$ cat config.mk
export PLATFORM = sky130hd
export DESIGN_NAME = fifo_enq_arbiter
export DESIGN_NICKNAME = d
export VERILOG_FILES = /design/src/rtl/fifo_arb_pkg.sv /design/src/rtl/rr_picker.sv /design/src/rtl/fifo_enq_arbiter.sv
export SDC_FILE = /design/constraint.sdc
export NUM_CORES = 1
export LEC_CHECK = 0
export BUFFER_PORTS_ARGS = -buffer_cell sky130_fd_sc_hd__buf_2
export CORE_ASPECT_RATIO = 1.2
export CORE_MARGIN = 1
export CORE_UTILIZATION = 45
export DETAILED_ROUTE_END_ITERATION = 8
export GPL_ROUTABILITY_DRIVEN = 0
export PLACE_DENSITY_LB_ADDON = 0.12
export SLEW_MARGIN = 20
export SYNTH_ARGS = -nofsm -noshare
export SYNTH_HDL_FRONTEND = slang
export SYNTH_SLANG_ARGS = --single-unit
$ cat constraint.sdc
create_clock -name clk -period 7.25 [get_ports clk]
set_input_delay 0.3625 -clock clk [delete_from_list [all_inputs] [get_ports clk]]
set_output_delay 0.3625 -clock clk [all_outputs]
set_load 0.05 [all_outputs]
$ cat src/rtl/fifo_arb_pkg.sv
// Shared types and helpers for the fifo enqueue arbiter.
// The round-robin helper works on a fixed-width vector so that any
// requester count up to RR_MAX_REQ can use it without re-elaboration.
package fifo_arb_pkg;

    typedef enum logic [1:0] {
        ARB_RUN  = 2'd0,
        ARB_CLR  = 2'd1,
        ARB_HOLD = 2'd2
    } arb_state_t;

    // Widest requester vector the helper can scan, and the index width
    // needed to address a bit of it.
    localparam int unsigned RR_MAX_REQ = 32;
    localparam int unsigned RR_IDX_W   = 5;

    // Returns the first set index of valid[n-1:0] found when scanning
    // ptr, ptr+1, ... modulo n. Returns ptr when nothing is set.
    function automatic int unsigned rr_pick(
        input logic [RR_MAX_REQ-1:0] valid,
        input int unsigned           ptr,
        input int unsigned           n
    );
        int unsigned j;
        int unsigned pick;
        logic        found;
        pick  = ptr;
        found = 1'b0;
        for (int unsigned k = 0; k < RR_MAX_REQ; k++) begin
            if ((k < n) && !found) begin
                j = ptr + k;
                if (j >= n) begin
                    j = j - n;
                end
                if (valid[j[RR_IDX_W-1:0]]) begin
                    pick  = j;
                    found = 1'b1;
                end
            end
        end
        return pick;
    endfunction

endpackage

$ cat src/rtl/rr_picker.sv
// Combinational rotating-priority picker: selects the first valid
// requester at or after the start pointer, wrapping at NUM_REQ.
module rr_picker
    import fifo_arb_pkg::*;
#(
    parameter int NUM_REQ = 4,
    parameter int IDX_W   = 2
) (
    input  logic [NUM_REQ-1:0] valid,
    input  logic [IDX_W-1:0]   ptr,
    output logic [IDX_W-1:0]   idx,
    output logic               any
);

    logic [RR_MAX_REQ-1:0] valid_ext;
    int unsigned           pick;

    // Widen the request vector, run the shared scan and map the result
    // back onto a requester index.
    always_comb begin
        // NOTE: every variable gets a default before any conditional
        // assignment so no path leaves it unassigned (no latch).
        valid_ext              = '0;
        valid_ext[NUM_REQ-1:0] = valid;
        pick                   = rr_pick(valid_ext, 32'(ptr), NUM_REQ);
        idx                    = '0;
        for (int unsigned i = 0; i < NUM_REQ; i++) begin
            if (pick == i) begin
                idx = IDX_W'(i);
            end
        end
        any = |valid;
    end

endmodule

$ cat src/rtl/fifo_enq_arbiter.sv
// Shares one fifo enqueue port among NUM_REQ producers.
// Round-robin arbitration with a burst lock of up to MAX_BURST words per
// winner, source-ID tagging on fifo_din, and a flush sequence that
// strobes fifo_clr then stays quiet for CLR_HOLD cycles before resuming.
module fifo_enq_arbiter
    import fifo_arb_pkg::*;
#(
    parameter int NUM_REQ    = 4,
    parameter int DATA_WIDTH = 4,
    parameter int ID_WIDTH   = 2,
    parameter int MAX_BURST  = 2,
    parameter int CLR_HOLD   = 1
) (
    input  logic                           clk,
    input  logic                           rst_n,
    input  logic [NUM_REQ-1:0]             req_valid,
    input  logic [NUM_REQ*DATA_WIDTH-1:0]  req_data,
    output logic [NUM_REQ-1:0]             req_ready,
    output logic [ID_WIDTH+DATA_WIDTH-1:0] fifo_din,
    output logic                           fifo_enq,
    input  logic                           fifo_full_n,
    output logic                           fifo_clr,
    input  logic                           flush_req,
    output logic                           flush_done
);

    localparam int IDX_W     = $clog2(NUM_REQ);
    localparam int CNT_W     = $clog2(MAX_BURST + 1);
    localparam int HOLD_W    = (CLR_HOLD > 1) ? $clog2(CLR_HOLD) : 1;
    // The counter is loaded in CLR and the last quiet cycle is the one
    // where it reads zero, giving exactly CLR_HOLD HOLD cycles.
    localparam int HOLD_LOAD = (CLR_HOLD > 0) ? CLR_HOLD - 1 : 0;

    if (ID_WIDTH < $clog2(NUM_REQ)) begin : g_bad_id_width
        $error("fifo_enq_arbiter: ID_WIDTH too narrow for NUM_REQ");
    end
    if ((NUM_REQ < 2) || (NUM_REQ > int'(RR_MAX_REQ))) begin : g_bad_num_req
        $error("fifo_enq_arbiter: NUM_REQ out of range");
    end
    if (MAX_BURST < 1) begin : g_bad_burst
        $error("fifo_enq_arbiter: MAX_BURST must be at least 1");
    end

    // Wrapping increment of a requester index.
    function automatic logic [IDX_W-1:0] next_idx(input logic [IDX_W-1:0] i);
        return (i == IDX_W'(NUM_REQ - 1)) ? '0 : i + 1'b1;
    endfunction

    arb_state_t             state;
    arb_state_t             state_nxt;
    logic [IDX_W-1:0]       rr_ptr;
    logic [IDX_W-1:0]       owner;
    logic [CNT_W-1:0]       burst_cnt;   // zero means no lock is held
    logic [HOLD_W-1:0]      hold_cnt;

    logic                   owner_valid;
    logic                   keep_owner;
    logic                   owner_dropped;
    logic [IDX_W-1:0]       scan_ptr;
    logic [IDX_W-1:0]       pick_idx;
    logic                   any_valid;
    logic [IDX_W-1:0]       grant;
    logic [CNT_W-1:0]       burst_next;
    logic                   burst_done;
    logic [DATA_WIDTH-1:0]  sel_data;
    logic                   xfer;
    logic                   clr_now;
    logic                   done_now;

    // Lock status: keep the owner while it is still presenting words;
    // if it went idle, the scan restarts just past it this same cycle.
    always_comb begin
        owner_valid   = req_valid[owner];
        keep_owner    = (burst_cnt != '0) && owner_valid;
        owner_dropped = (burst_cnt != '0) && !owner_valid;
        scan_ptr      = owner_dropped ? next_idx(owner) : rr_ptr;
    end

    rr_picker #(
        .NUM_REQ (NUM_REQ),
        .IDX_W   (IDX_W)
    ) u_rr_picker (
        .valid (req_valid),
        .ptr   (scan_ptr),
        .idx   (pick_idx),
        .any   (any_valid)
    );

    // Final grant, the burst count it would produce, and its payload.
    always_comb begin
        grant      = keep_owner ? owner : pick_idx;
        burst_next = keep_owner ? burst_cnt + 1'b1 : CNT_W'(1);
        burst_done = (burst_next == CNT_W'(MAX_BURST));
        sel_data   = '0;
        for (int i = 0; i < NUM_REQ; i++) begin
            if (grant == IDX_W'(i)) begin
                sel_data = req_data[i*DATA_WIDTH +: DATA_WIDTH];
            end
        end
    end

    // Flush sequencer state register.
    always_ff @(posedge clk or negedge rst_n) begin
        // NOTE: sequential state is updated with non-blocking assignments
        // so every flop samples pre-edge values regardless of block order.
        if (!rst_n) begin
            state <= ARB_RUN;
        end else begin
            state <= state_nxt;
        end
    end

    // Flush sequencer next state and per-state strobes.
    always_comb begin
        state_nxt = state;
        xfer      = 1'b0;
        clr_now   = 1'b0;
        done_now  = 1'b0;
        case (state)
            ARB_RUN: begin
                xfer = fifo_full_n && any_valid && !flush_req;
                if (flush_req) begin
                    state_nxt = ARB_CLR;
                end
            end
            ARB_CLR: begin
                clr_now = 1'b1;
                if (CLR_HOLD == 0) begin
                    state_nxt = ARB_RUN;
                    done_now  = 1'b1;
                end else begin
                    state_nxt = ARB_HOLD;
                end
            end
            ARB_HOLD: begin
                if (hold_cnt == '0) begin
                    state_nxt = ARB_RUN;
                    done_now  = 1'b1;
                end
            end
            default: begin
                state_nxt = ARB_RUN;
            end
        endcase
    end

    // Port drive; gated by rst_n so strobes fall the moment reset asserts.
    always_comb begin
        fifo_enq   = rst_n && xfer;
        fifo_clr   = rst_n && clr_now;
        flush_done = rst_n && done_now;
        req_ready  = '0;
        fifo_din   = '0;
        if (fifo_enq) begin
            req_ready[grant] = 1'b1;
            fifo_din         = {ID_WIDTH'(grant), sel_data};
        end
    end

    // Burst lock, round-robin pointer and quiet-period counter.
    always_ff @(posedge clk or negedge rst_n) begin
        if (!rst_n) begin
            rr_ptr    <= '0;
            owner     <= '0;
            burst_cnt <= '0;
            hold_cnt  <= '0;
        end else begin
            case (state)
                ARB_RUN: begin
                    if (xfer) begin
                        if (burst_done) begin
                            rr_ptr    <= next_idx(grant);
                            burst_cnt <= '0;
                        end else begin
                            if (owner_dropped) begin
                                rr_ptr <= next_idx(owner);
                            end
                            owner     <= grant;
                            burst_cnt <= burst_next;
                        end
                    end else if (fifo_full_n && !flush_req && owner_dropped) begin
                        rr_ptr    <= next_idx(owner);
                        burst_cnt <= '0;
                    end
                end
                ARB_CLR: begin
                    rr_ptr    <= '0;
                    burst_cnt <= '0;
                    hold_cnt  <= HOLD_W'(HOLD_LOAD);
                end
                ARB_HOLD: begin
                    if (hold_cnt != '0) begin
                        hold_cnt <= hold_cnt - 1'b1;
                    end
                end
                default: begin
                end
            endcase
        end
    end

endmodule

; ---- After elaboration in Yosys (flattened, before gate mapping)
; Index checks and enable logic that the tools add are counted.
[totals]
regBits = 9
input_bits = 24
elab_cells = 124
[op_classes]
add_sub_neg = 11
order_cmp = 11
eq_ne = 13
mux = 62
bitwise = 1
n_reduce_logical = 21
[ops]
columns = cell, count
row1 = $mux 32, 14
row2 = $ge 32x3->1 const B, 3
row3 = $sub 32x3->32 const B, 3
row4 = $eq 32x2->1 const B, 2
row5 = $eq 32x1->1 const B, 1
row6 = $mux 2, 15
row7 = $lt 5x6->1 const B, 4
row8 = $bmux 1 s5, 4
row9 = $mux 4, 5
row10 = $mux 1, 17
row11 = $eq 2x2->1 const B, 5
row12 = $logic_and 1x1->1, 10
row13 = $pmux 2 s2, 2
row14 = $add 2x1->2 const B, 3
row15 = $add 2x2->3 const B, 2
row16 = $lt 2x3->1 const B, 2
row17 = $mux 6, 1
row18 = $pmux 2 s3, 1
row19 = $reduce_bool 2->1, 3
row20 = $eq 2x1->1 const B, 2
row21 = $logic_not 2->1, 2
row22 = $ne 2x2->1 const B, 2
row23 = $reduce_and 2->1, 2
row24 = $reduce_or 4->1, 1
row25 = 12 further kinds, 13

; ---- Depth between registers and ports, before layout
[logic_depth]
word_depth = 36
depth_mapped = 22
ltp_nobuf = 21

; ---- Cells and area by module
; A second synthesis with hierarchy kept.
[unflattened]
hier_cells = 153
area_unflattened_um2 = 1330.0
[by_module_without_submodules]
columns = module, instances, cells_each, area_each_um2, seq_area_each_um2
row1 = fifo_enq_arbiter, 1, 117, 1001.0, 200.2
row2 = rr_picker, 1, 36, 329.1, 0.0

; ---- Worst setup path after synthesis
; OpenSTA, ideal clock, no wires.
[synth_path]
path_type = reg-to-output
from = register burst_cnt[0]
to = output fifo_din[0]
arrival_time_ns = 4.371
required_ns = 6.888
path_slack_ns = 2.516
path_stages_with_launch = 23
path_buffers = 1
cell_sequence = dfrtp_1 > inv_1 > ha_1 > nor2_1 > a22o_4 > mux2i_4 > ha_1 > clkbuf_1 > nand2b_1 > a21boi_0 > nand2_1 > a211oi_1 > o21ai_2 > mux2i_1 > mux2i_1 > ha_1 > nor2b_1 > a22oi_1 > nor2_1 > a21oi_1 > nor2_1 > a21oi_1 > nor2_1
[synth_between]
elab_chain_cells = 26
word_cells_on_any_way = 58
[synth_lines]
columns = element, line
row1 = start: declaration, fifo_enq_arbiter.sv:53  ; logic [CNT_W-1:0] burst_cnt;
row2 = start signal: assignment, fifo_enq_arbiter.sv:179  ; burst_cnt <= burst_next;
row3 = $reduce_bool 2->1 (*), "fifo_enq_arbiter.sv:74, fifo_enq_arbiter.sv:75"
row4 = $logic_and 1x1->1, fifo_enq_arbiter.sv:75  ; owner_dropped = (burst_cnt != '0) && !owner_valid;
row5 = $mux 2, -
row6 = $add 2x1->3, fifo_arb_pkg.sv:31  ; j = ptr + k;
row7 = $sub 32x3->32 / $ge 32x3->1 (equally long branches), "fifo_arb_pkg.sv:33, fifo_arb_pkg.sv:32"
row8 = $mux 32, fifo_arb_pkg.sv:32  ; if (j >= n) begin
row9 = $mux 32, fifo_arb_pkg.sv:30  ; if ((k < n) && !found) begin
row10 = $bmux 1 s5, fifo_arb_pkg.sv:35  ; if (valid[j[RR_IDX_W-1:0]]) begin
row11 = (+7 left out), -
row12 = $eq 32x1->1, rr_picker.sv:28  ; if (pick == i) begin
row13 = $mux 1, rr_picker.sv:28
row14 = $mux 2 (2 in a row), rr_picker.sv:28
row15 = $mux 2 (*), fifo_enq_arbiter.sv:91  ; grant = keep_owner ? owner : pick_idx;
row16 = $logic_not 2->1, fifo_enq_arbiter.sv:96  ; if (grant == IDX_W'(i)) begin
row17 = $mux 4 (3 in a row), fifo_enq_arbiter.sv:96
row18 = $mux 4 (*), fifo_enq_arbiter.sv:96
row19 = $mux 6 (*), fifo_enq_arbiter.sv:154  ; if (fifo_enq) begin
row20 = end: declaration, fifo_enq_arbiter.sv:19  ; output logic [ID_WIDTH+DATA_WIDTH-1:0] fifo_din,
; Every way passes the cells marked *; elsewhere a longest branch is shown, timed or not. The select of a mux whose other input is x is not followed.

; ---- Worst setup path in the final report
[layout_path]
from = register owner[1]
to = output fifo_din[3]
[layout_between]
elab_chain_cells = 28
word_cells_on_any_way = 63
[layout_lines]
columns = element, line
row1 = start: declaration, fifo_enq_arbiter.sv:52  ; logic [IDX_W-1:0] owner;
row2 = start signal: assignment, fifo_enq_arbiter.sv:178  ; owner <= grant;
row3 = $bmux 1 s2, fifo_enq_arbiter.sv:73  ; owner_valid = req_valid[owner];
row4 = $mux 1 (implied by the code), fifo_enq_arbiter.sv:73
row5 = $logic_not 1->1, fifo_enq_arbiter.sv:75
row6 = $logic_and 1x1->1, fifo_enq_arbiter.sv:75
row7 = $mux 2, -
row8 = $add 2x1->3, fifo_arb_pkg.sv:31
row9 = $sub 32x3->32 / $ge 32x3->1 (equally long branches), "fifo_arb_pkg.sv:33, fifo_arb_pkg.sv:32"
row10 = $mux 32, fifo_arb_pkg.sv:32
row11 = (+9 left out), -
row12 = $eq 32x1->1, rr_picker.sv:28
row13 = $mux 1, rr_picker.sv:28
row14 = $mux 2 (2 in a row), rr_picker.sv:28
row15 = $mux 2 (*), fifo_enq_arbiter.sv:91
row16 = $logic_not 2->1, fifo_enq_arbiter.sv:96
row17 = $mux 4 (3 in a row), fifo_enq_arbiter.sv:96
row18 = $mux 4 (*), fifo_enq_arbiter.sv:96
row19 = $mux 6 (*), fifo_enq_arbiter.sv:154
; Marks and branches as above.

==> flow_metrics.py <==
metrics = {
    "sta": {
        "finalSetupViolations": 0,
        "tightest_slew_ns": 0.6250,
        "post-route-min-period_ns": 5.065,
        "clock_skew_ns": 0.001378,
        "fmax_ghz": 0.1974,
        "finalHoldViolCount": 0,
        "holdWs_ns": 0.3475,
        "drv_slew": 0,
        "fin_tns_setup_ns": 0,
        "timing.final.crit_share": 0.6986,
        "rsz0062_at_grt": "false",
        "slew_headroom": 0.5779,
    },
    "clocking": {
        "cts_buffer_depth": 2,
        "clk_pin_slew_worst_paths_ns": 0.05,
        "cts_hold_buf": 1,
        "ctsRootBufferMaster": "clkbuf_4",
        "clock-sinks": 8,
        "htreeDepth": 1,
        "cts-resized-gates": 0,
        "clock_latency_ns": 0.25,
        "cts_setup_buffers": 0,
        "cts_buffers": 3,
        "cts_tree": "yes",
    },
    "global_route": {
        "grt_max_degree": 16,
        "antenna_found_initial": 0,
        "grt.total_usage": 0.2263,
        "grt_first_pass_wirelength_um": 5319,
        "overflow": 0,
        "grt_pass1_vias": 1192,
    },
    "routing": {
        "first_pass_iters": 4,
        "drcViolationCount": 0,
        "viasPerCell": 5.765,
        "vias": 1349,
        "drtIter0Drc": 32,
        "post_drt_wl_per_cell_um": 13.33,
        "routed_wirelength_um": 3120,
        "ant_nets": 0,
    },
    "die": {
        "rows": 20,
        "die_x_um": 50.26,
        "core_um2": 2603,
        "io_pins": 37,
        "dieHeight_um": 59.91,
        "start_util": 0.4832,
        "dieArea_um2": 3011,
    },
    "yosys": {
        "synth_fa_ha_area_frac": 0.07960,
        "avgSynthCellArea_um2": 7.397,
        "syn-num-nets": 202,
        "synth-seq-area-share": 0.1592,
        "synthArstFlopShare": 1.000,
        "synth_edf_count": 0,
        "synth_mux_area_frac": 0.1353,
        "yosys.area_share.simple": 0.2826,
        "synth_cells": 170,
        "yosys_warnings": 0,
        "synthFlopType": "dfrtp_1",
        "synth_cell_type_count": 49,
        "ys_ff_latch": 8,
        "synth_area_um2": 1257,
        "synthXorXnorAreaFrac": 0,
        "synth_compound_gate_area_share": 0.2806,
        "synth_top_family_by_area": "simple AND/OR/NAND/NOR gates",
    },
    "layout": {
        "drive_above_1_share": 0.2786,
        "multi_input_area_um2": 978.4,
        "utilization": 0.5635,
        "fill_cells": 281,
        "final_cells": 234,
        "antenna_cells": 0,
        "fin_nets": 235,
        "register_area_um2": 200.2,
        "syn2layout_area_growth_pct": 16.62,
    },
    "outcome": {
        "status": "finished, final reports clean",
    },
    "placement": {
        "place_inst": 230,
        "place.port_buffers": 36,
        "dp_hpwl_um": 2464,
    },
    "min_path": {
        "min_path_type": "in2reg",
        "whs_path_depth": 3,
    },
    "worst_setup_path": {
        "worst-setup-path-type": "reg2out",
        "cp_data_arrival_time_ns": 4.70,
        "required_ns": 6.89,
        "end_kind": "output port",
        "rr_worst_depth": 15,
        "crit_fanout": 9,
        "worstSetupStartpointType": "flop",
    },
    "pwr": {
        "ir_drop_mv": 0.2570,
        "p_per_area_nw_per_um2": 460.1,
        "power_uw": 674.7,
        "leakage_uw": 0.0007386,
    },
    "job": {
        "drv_cap": 0,
    },
}
[logic make-up (layout without fill, tap and decap cells)]
logic type                 Yosys count  count (layout)
buffers and inverters               17              48
AOI/OAI and AO/OA                   48              48
muxes                               15              15
DFF                                  8               8
and+or+nand+nor                     74              74
adders and majority gates            8               8
[critical path: stages (launching register included)]
cell and delay (ns):
dfrtp_1 0.52, mux2i_2 0.38, o22a_1 0.30, nand2_2 0.17, ha_1 0.46, nand2b_1 0.16
a21boi_0 0.23, nand2_1 0.09, a211oi_1 0.29, o21ai_2 0.10, mux2i_1 0.28, mux2i_1 0.16
ha_1 0.27, nor2b_1 0.25, a22oi_1 0.11, nor2_1 0.09, a21oi_1 0.05, nor2_1 0.11
a21oi_1 0.05, nor2_1 0.10, buf_2 0.27
[stage by stage]
| step | setup slack [ns] | instance area, µm² |
|---|---|---|
| floorplan | 2.516 | 1257 |
| finish | 2.185 | 1466 |
| CTS | 2.158 | 1466 |
| detailed placement | 2.473 | 1434 |
| global route | 1.583 | 1466 |
| global placement | 2.611 | 1434 |
[flip-flops by register name (all words and copies together) (netlist names)]
signal,count
state,2
owner,2
rr_ptr,2
burst_cnt,2
[Yosys cell counts, drive strengths merged, types with 3 or more instances]
| master | n | area share |
|---|---|---|
| a21o | 3 | 0.018 |
| a21oi | 13 | 0.052 |
| a22oi | 6 | 0.036 |
| a31oi | 4 | 0.025 |
| and3 | 6 | 0.031 |
| buf | 6 | 0.030 |
| clkbuf | 4 | 0.012 |
| dfrtp | 8 | 0.16 |
| ha | 8 | 0.080 |
| inv | 7 | 0.021 |
| mux2 | 3 | 0.027 |
| mux2i | 12 | 0.11 |
| nand2 | 13 | 0.041 |
| nand2b | 4 | 0.020 |
| nand4 | 4 | 0.020 |
| nor2 | 28 | 0.084 |
| nor2b | 5 | 0.025 |
| nor3 | 6 | 0.024 |
| o21ai | 6 | 0.027 |
[layer usage]
| layer | GRT usage | vias to the layer above | wire length [µm] |
|---|---|---|---|
| met4 | 0.04082 | 0 | 25 |
| met2 | 0.4114 | 37 | 1606 |
| li1 | - | 692 | - |
| met1 | 0.2809 | 616 | 1347 |
| met5 | 0 | - | 0 |
| met3 | 0.03562 | 4 | 140 |
[final timing paths]
kind / from / endpoint / slack [ns]
max: owner[1] / fifo_din[3] / 2.18
min: flush_req / state[0] / 0.35
max reg2reg: owner[1] / rr_ptr[0] / 3.21
min reg2reg: burst_cnt[1] / burst_cnt[1] / 0.49
max in group asynchronous: rst_n / burst_cnt[1] / 6.53
min in group asynchronous: rst_n / rr_ptr[1] / 0.51
[final cells by class]
cell class                      count  area share
Multi-Input combinational cell    145      0.6672
Tap cell                           33     0.02816
Clock buffer                        3     0.01536
Sequential cell                     8      0.1365
Timing Repair Buffer               38      0.1348
Inverter                            7     0.01792
[placed cells by master (no fill, tap or decap), types with 2 or more instances in the layout]
cell      Yosys  final
a22oi_1       6      6
mux2i_1      10     10
ha_1          8      8
a32o_1        2      2
a21oi_1      13     13
and3_1        5      5
a21o_1        3      3
nor3_1        6      6
o21ai_0       4      4
nand3_1       2      2
inv_1         6      6
a31oi_1       3      3
buf_2         3     36
mux2_2        3      3
nor2_1       28     28
nand2_1      12     12
o22ai_1       2      2
dfrtp_1       8      8
nor4_1        2      2
a211oi_1      2      2
nor2b_1       5      5
nand4_1       4      4
clkbuf_4      0      3
nand2b_1      4      4
[where the power goes]
group	switching [µW]	internal, µW
Combinational	328	233
Clock	15.2	18.9
Sequential	22.5	56.9
(Power assumes the default switching activity.)
